File: src/rtl/triad_pkg.sv
// Shared definitions for the triad decoder bank: channel FSM encoding and default sizing.
package triad_pkg;

    localparam int unsigned TriadNumStates = 4;
    localparam int unsigned TriadStateW    = $clog2(TriadNumStates);

    localparam int unsigned NchDefault  = 8;
    localparam int unsigned PwDefault   = 4;
    localparam int unsigned CntwDefault = 16;

    typedef enum logic [TriadStateW-1:0] {
        StIdle    = 2'd0,
        StBit1    = 2'd1,
        StBit2    = 2'd2,
        StPersist = 2'd3
    } triad_state_e;

    function automatic logic [3:0] hs_onehot(input logic [1:0] code);
        hs_onehot = 4'b0001 << code;
    endfunction

endpackage

File: src/rtl/triad_chan.sv
// One distrip channel: start bit plus two data bits select one of four halfstrips,
// which is then held for the latched persist width.
module triad_chan
    import triad_pkg::*;
#(
    parameter int unsigned PW = PwDefault
) (
    input  logic          clk,
    input  logic          rst_n,
    input  logic          soft_rst,
    input  logic          en,
    input  logic          din,
    input  logic [PW-1:0] persist,
    output logic [3:0]    halfstrip,
    output logic          skip,
    output logic          busy
);

    triad_state_e  state_q, state_d;
    logic [PW-1:0] cnt_q, cnt_d;
    logic [1:0]    code_q, code_d;
    logic [3:0]    hs_q, hs_d;
    logic          skip_q, skip_d;

    always_comb begin
        state_d = state_q;
        cnt_d   = cnt_q;
        code_d  = code_q;
        hs_d    = '0;
        skip_d  = 1'b0;
        if (soft_rst || !en) begin
            state_d = StIdle;
            cnt_d   = '0;
            code_d  = '0;
        end else begin
            unique case (state_q)
                StIdle: begin
                    if (din) begin
                        state_d = StBit1;
                        cnt_d   = (persist == '0) ? PW'(1) : persist;
                    end
                end
                StBit1: begin
                    code_d[1] = din;
                    state_d   = StBit2;
                end
                StBit2: begin
                    code_d[0] = din;
                    state_d   = StPersist;
                end
                StPersist: begin
                    // Output lags the state by one clock, so the hit spans exactly cnt clocks.
                    hs_d   = hs_onehot(code_q);
                    skip_d = din;
                    if (cnt_q <= PW'(1)) begin
                        state_d = StIdle;
                    end else begin
                        cnt_d = cnt_q - PW'(1);
                    end
                end
                default: state_d = StIdle;
            endcase
        end
    end

    always_ff @(posedge clk or negedge rst_n) begin
        if (!rst_n) begin
            state_q <= StIdle;
            cnt_q   <= '0;
            code_q  <= '0;
            hs_q    <= '0;
            skip_q  <= 1'b0;
        end else begin
            state_q <= state_d;
            cnt_q   <= cnt_d;
            code_q  <= code_d;
            hs_q    <= hs_d;
            skip_q  <= skip_d;
        end
    end

    assign halfstrip = hs_q;
    assign skip      = skip_q;
    assign busy      = (state_q != StIdle);

endmodule

File: src/rtl/triad_decode_bank.sv
// Bank of NCH triad decoders with a shared saturating count of skipped triads.
module triad_decode_bank
    import triad_pkg::*;
#(
    parameter int unsigned NCH  = NchDefault,
    parameter int unsigned PW   = PwDefault,
    parameter int unsigned CNTW = CntwDefault
) (
    input  logic             clk,
    input  logic             _reset,
    input  logic             soft_rst,
    input  logic [PW-1:0]    persist,
    input  logic [NCH-1:0]   chan_en,
    input  logic [NCH-1:0]   distrip,
    input  logic             skip_cnt_rst,
    output logic [4*NCH-1:0] halfstrips,
    output logic [NCH-1:0]   triad_skip,
    output logic             skip_any,
    output logic [CNTW-1:0]  skip_cnt,
    output logic [NCH-1:0]   busy
);

    localparam int unsigned PopW = $clog2(NCH + 1);
    localparam int unsigned SumW = CNTW + 1;

    // Asynchronous assert, synchronous two-stage release.
    logic [1:0] rst_sync_q;
    logic       rst_n;

    always_ff @(posedge clk or negedge _reset) begin
        if (!_reset) begin
            rst_sync_q <= '0;
        end else begin
            rst_sync_q <= {rst_sync_q[0], 1'b1};
        end
    end

    assign rst_n = rst_sync_q[1];

    for (genvar i = 0; i < NCH; i++) begin : g_chan
        triad_chan #(
            .PW(PW)
        ) u_chan (
            .clk      (clk),
            .rst_n    (rst_n),
            .soft_rst (soft_rst),
            .en       (chan_en[i]),
            .din      (distrip[i]),
            .persist  (persist),
            .halfstrip(halfstrips[4*i +: 4]),
            .skip     (triad_skip[i]),
            .busy     (busy[i])
        );
    end

    logic [PopW-1:0] skip_pop;
    logic [SumW-1:0] cnt_sum;
    logic [CNTW-1:0] skip_cnt_q, skip_cnt_d;

    always_comb begin
        skip_pop = '0;
        for (int i = 0; i < NCH; i++) begin
            skip_pop = skip_pop + PopW'(triad_skip[i]);
        end
    end

    always_comb begin
        cnt_sum    = {1'b0, skip_cnt_q} + SumW'(skip_pop);
        skip_cnt_d = cnt_sum[CNTW] ? '1 : cnt_sum[CNTW-1:0];
        if (soft_rst || skip_cnt_rst) begin
            skip_cnt_d = '0;
        end
    end

    always_ff @(posedge clk or negedge rst_n) begin
        if (!rst_n) begin
            skip_cnt_q <= '0;
        end else begin
            skip_cnt_q <= skip_cnt_d;
        end
    end

    assign skip_cnt = skip_cnt_q;
    assign skip_any = |triad_skip;

endmodule

File: config.mk
export PLATFORM = sky130hd
export DESIGN_NAME = triad_decode_bank
export DESIGN_NICKNAME = d
export VERILOG_FILES = /design/src/rtl/triad_pkg.sv /design/src/rtl/triad_chan.sv /design/src/rtl/triad_decode_bank.sv
export SDC_FILE = /design/constraint.sdc
export NUM_CORES = 1
export LEC_CHECK = 0
export CAP_MARGIN = 40
export CORE_MARGIN = 5
export CORE_UTILIZATION = 40
export CTS_BUF_LIST = sky130_fd_sc_hd__clkbuf_4 sky130_fd_sc_hd__clkbuf_8 sky130_fd_sc_hd__clkbuf_16
export DETAILED_ROUTE_END_ITERATION = 7
export HOLD_SLACK_MARGIN = 0.15
export PLACE_DENSITY = 0.62
export SLEW_MARGIN = 15
export SYNTH_ARGS = -nofsm -noshare
export SYNTH_HDL_FRONTEND = slang
export SYNTH_HIERARCHICAL = 1
export SYNTH_SLANG_ARGS = --single-unit
export TNS_END_PERCENT = 10
File: constraint.sdc
create_clock -name clk -period 4.35 [get_ports clk]
set_input_delay 0.87 -clock clk [delete_from_list [all_inputs] [get_ports clk]]
set_output_delay 0.87 -clock clk [all_outputs]
set_load 0.02 [all_outputs]
# Word level (Yosys, flattened, before mapping)
# Cells that the tools add are included.
# Widths: inputs -> output; s select.
# word_totals
elab_cells,328
out_inout_bits,65
register_bits,122
in_bits,24
# classes
eq_ne,48
shift,8
n_mux,123
add_sub_neg,16
magnitude_cmp,8
reduce_logical,75
# op_table
op,n
$mux 4,41
$mux 2,32
$pmux 2 s4,8
$pmux 4 s2,8
$ne 3x2->1 const B,16
$reduce_bool 2->1,24
$eq 2x2->1 const B,16
$le 4x1->1 const B,8
$mux 1,32
$mux 16,2
$shl 1x2->4 const A,8
$sub 4x1->4 const B,8
$ne 3x1->1 const B,8
$reduce_and 3->1,8
$reduce_bool 3->1,8
$add 16x4->17,1
$add 4x1->4,4
$eq 2x1->1 const B,8
$logic_not 2->1,8
$reduce_and 2->1,8
$logic_or 1x1->1,9
$logic_not 1->1,8
$reduce_or 8->1,1
$add 3x1->4,1
3 further kinds,3

# Logic depth before layout (Yosys ltp)
# depth
depth_word,10
ltp_mapped,12
mapped_depth_nobuf,12

# Hierarchy
# The synthesis kept the hierarchy.
# modules_own_cells
mod,n_inst,cells_per_inst,seq_area_each_um2,area_each_um2
triad_chan,8,70,325.3,759.5
triad_decode_bank,1,111,450.4,1124.8

# Least setup slack after synthesis
# OpenSTA, ideal clock, no wires.
# synth_path
kind,reg-to-reg
start,register g_chan[0].u_chan.skip_q
end,register skip_cnt_q[10] (netlist: skip_cnt[10])
period_less_slack_ps,3409
arrival_time_ps,3331
required_ps,4272
stages_incl_launch_ff,13
path_buffers,0
setup_ps,78
slack_ps,941
path_cell_list,dfrtp_1 > fa_1 > inv_1 > fa_1 > fa_1 > fa_1 > inv_1 > fa_1 > nand3_1 > a21boi_4 > nand3_1 > xor2_1 > a21oi_1
# synth_between
elab_chain_len,10
# synth_lines
item,line_no,text
from (decl),triad_chan.sv:23,"logic skip_q, skip_d;"
from (signal assigned),triad_chan.sv:78,skip_q <= skip_d;
$add 1x1->2,triad_decode_bank.sv:63,skip_pop = skip_pop + PopW'(triad_skip[i]);
$add 2x1->3,triad_decode_bank.sv:63,
$add 3x1->4,triad_decode_bank.sv:63,
$add 4x1->4 (4 in a row),triad_decode_bank.sv:63,
$add 16x4->17,triad_decode_bank.sv:68,"cnt_sum = {1'b0, skip_cnt_q} + SumW'(skip_pop);"
$mux 16,triad_decode_bank.sv:69,skip_cnt_d = cnt_sum[CNTW] ? '1 : cnt_sum[CNTW-1:0];
$mux 16,triad_decode_bank.sv:70,if (soft_rst || skip_cnt_rst) begin
via skip_cnt_d[10],triad_decode_bank.sv:58,"logic [CNTW-1:0] skip_cnt_q, skip_cnt_d;"
to (signal assigned),triad_decode_bank.sv:79,skip_cnt_q <= skip_cnt_d;
to (decl),triad_decode_bank.sv:58,
# The timed path passes the listed nets, and every way through them passes these cells.
# A chain may end at the register's enable or synchronous reset.

# Final worst setup path
# Same ends and word-level chain as after synthesis.

==> metrics.md <==
| Metric | Value |
|---|---|
| Outcome | `finished, final reports clean` |
| CTS Sinks | `between 100 and 150` |
| Max-Cap Viols | `0` |
| Cts hold-fix bufs | `0` |
| Fin. max-slew vios | `0` |
| Post-synthesis compound-gate area fraction | `15.4%` |
| Synthesized area | `around 0.007 sq mm` |
| Simple logic cell fraction of the synthesized area | `14.3%` |
| CTS Buffer Depth | `2` |
| Vias per inst | `slightly above 5` |
| Wire per inst | `between 15 and 20 um` |
| Total track usage | `~16%` |
| Final WL | `about 16000 um` |
| Commonest non-fill, non-tap cell in the layout | `dfrtp_1` |
| RSZ-0062 raised after global routing | `no` |
| Die height | `between 100 and 150 um` |
| Die Area | `~0.021 sq mm` |
| Syn nets | `763` |
| Commonest register cell after synthesis | `dfrtp_1` |
| Share of cells above drive strength 1 | `14.2%` |
| Filler cells | `1578` |
| Row count | `49` |
| Critical path's largest stage delay | `between 0.5 and 0.6 ns` |
| Syn-to-layout area delta | `24.3%` |
| Worst reg2reg startpoint | `g_chan[0].u_chan/skip` |
| ANT cells | `0` |
| Total power divided by cell area | `approximately 330 mW/mm^2` |
| Commonest cells after routing, fill and taps aside | `121 x dfrtp_1, 88 x clkdlybuf4s50_1, 63 x ha_1, 62 x inv_1, 44 x nor2_1` |
| Crit Path Max Fanout | `12` |
| Crit. End Element | `register` |
| Vias in the first global route | `~5500` |
| Cells after synthesis | `approximately 670` |
| Routability cong. | `roughly 0.85` |
| Flops & latches, synth | `122` |
| Number of CTS-inserted buffers | `17` |
| Final period util | `83.5%` |
| Top cell family by delay on the critical path | `adder cells` |
| Post-DP HPWL | `approximately 12000 um` |
| CP arrival | `3.96 ns` |
| Final #Nets | `around 860` |
| DR vias | `around 5200` |
| First-pass GRT wire length | `between 20000 and 30000 um` |
| CP max-delay cell | `fa_1` |
| Crit Path Category | `register to register` |
| Slew @ Worst Pin | `0.823 ns` |
| Number of antenna violations at the first check in global routing | `1` |
| Post-synth cell types | `46` |
| Register area share after synthesis | `between 40% and 50%` |
| Final min period | `between 3 and 4 ns` |
| First-pass iteration count of the detailed router | `4` |
| Largest net degree at the start of global routing | `56` |
| # IOs | `89` |
| DRT iter0 DRCs | `about 240` |
| Die width | `approximately 140 um` |
| Endpoints failing hold | `0` |
| Overflow after GRT | `0` |
| Share of flip-flops with an asynchronous set or reset | `100%` |
| Core area | `0.0178 sq mm` |
| DRC viols | `0` |
| R2R setup slack | `0.72 ns` |
| Post-synthesis mux area share | `slightly below 8%` |
| Crit path buffers/inverters | `2` |
| Largest family of logic cells by synthesized area | `compound AO/OA/AOI/OAI gates` |
| Maximum VDD drop | `approximately 0.29 mV` |
| Hold WC Path Type | `register to async pin` |
| Cell mode on critical path | `fa_1` |
| PostCTS Resize Cnt | `0` |
| Initial Util | `slightly above 40%` |
| Fin area | `around 0.009 sq mm` |
| Clk_lat worst skew | `0.41 ns` |
| Cell leakage power | `3.84 nW` |
| Setup crit start kind | `register` |
| Worst rel slew slack | `45.0%` |
| Capture point of the worst reg-to-reg path | `skip_cnt[10]` |
| Root buffer cell | `clkbuf_16` |
| Adder-cell share of the synthesized area | `between 10% and 20%` |
| Clock transition at the registers of the reported paths | `0.06 ns` |
| Required time of the critical path | `approximately 4.7 ns` |
| PortBufs | `88` |
| Final setup skew | `0.00578 ns` |
| Post-synth EDFFs | `0` |
| Xor/xnor cell area share of the yosys netlist | `3.16%` |
| Worst reg2reg path depth | `11` |
| CTS tree | `built` |
| Setup TNS | `0 ns` |
| DP Area | `approximately 0.0083 sq mm` |
| Postcts setup bufs | `0` |
| Peak Freq | `~280 MHz` |
| CTS H-Tree Depth | `4` |
| Avg Inst Size Synth | `10.7 sq um` |
| Crit-path cells | `fa_1, inv_1, fa_1, fa_1, fa_1, inv_1, fa_1, nand3_1, a21boi_4, nand3_2, a21oi_1` |
| Levels on crit path | `11` |
| # setup viols final | `0` |
| Final ANT Viol Nets | `0` |
| Synth warn | `6` |
[how the worst max path moves through the flow]
stage / start / to / slack (ns)
floorplan: rst_sync_q[1] / g_chan[0].u_chan/cnt_q[0] / 0.70
global placement: g_chan[0].u_chan/skip / skip_cnt[1] / 0.88
detailed placement: g_chan[0].u_chan/skip / skip_cnt[1] / 0.75
CTS: g_chan[0].u_chan/skip / skip_cnt[1] / 0.74
global route: g_chan[0].u_chan/skip / skip_cnt[1] / 0.50
finish: g_chan[0].u_chan/skip / skip_cnt[10] / 0.72
[registers in the layout, summed over array words and instances (netlist names)]
name and cells:
g_chan.u_chan/state_q 16, g_chan.u_chan/code_q 16, rst_sync_q 2, g_chan.u_chan/halfstrip 32, g_chan.u_chan/skip 8, skip_cnt 16, g_chan.u_chan/cnt_q 32
[synth_stat cells (10+ instances only)]
cell type  count  area, sq um
nor2_2        16          100
a21oi_1       40          200
nor3_1        41          205
mux2i_1       33          330
xnor2_1       18          158
mux2_4        16          240
inv_1         62          233
o21ai_0       19         95.1
dfrtp_1      122         3050
o211ai_1      11         82.6
nand3_1       21          105
ha_1          63          788
nand2b_1      10         62.6
nand2_1       27          101
nor2_1        44          165
[logic make-up after synthesis]
kind of cell / Yosys count
AND/OR/NAND/NOR: 200
AO/OA/AOI/OAI: 124
flip-flops: 122
buffers and inverters: 81
adder cells (fa/ha/maj): 68
multiplexers: 49
XOR/XNOR: 26
other: 1
[area by class of cell]
type	instances	area, sq um	area share [%]
multi-input cells	468	3830	42.7
flip-flops and latches	122	3060	34.1
repair buffers	91	911	10.2
clock buffers	22	494	5.52
well taps	229	287	3.20
inverters	70	263	2.94
clock inverters	7	115	1.29
[worst reg2reg max path: cells and delay by family, from the launching register on]
kind,cells,cell delay [ns]
simple gates,2,0.42
compound gates,2,0.51
buf+inv,2,0.13
flops,1,0.41
fa+ha+maj,5,2.08
[power by group]
group	total, mW	internal [mW]	leakage [nW]	switching [mW]
Sequential	1.20	1.16	1.68	0.0372
Combinational	0.303	0.130	1.87	0.173
Clock	1.45	0.964	0.296	0.481
[routing by layer]
metal  up-vias  wire length (um)  GRT usage, %  share of wire, %
met5         -                11             0             0.068
met3        22              1090          4.89               6.8
met2       119              7570          26.1                47
met4         2               266          5.89               1.7
li1       2532                 -             -                 -
met1      2526              7110          21.1                44
[through the flow]
step	total power, mW	instances	utilization, %	hold slack [ns]	worst slack, ns
global placement	1.51	979	46.7	0.277	0.878
floorplan	1.42	671	-	0.331	0.699
CTS	2.99	1009	50.2	0.293	0.744
detailed placement	1.52	980	46.8	0.286	0.746
finish	2.95	1009	50.2	0.267	0.717
global route	3.07	1009	50.2	0.320	0.503
Power figures use the tool's default switching activity.
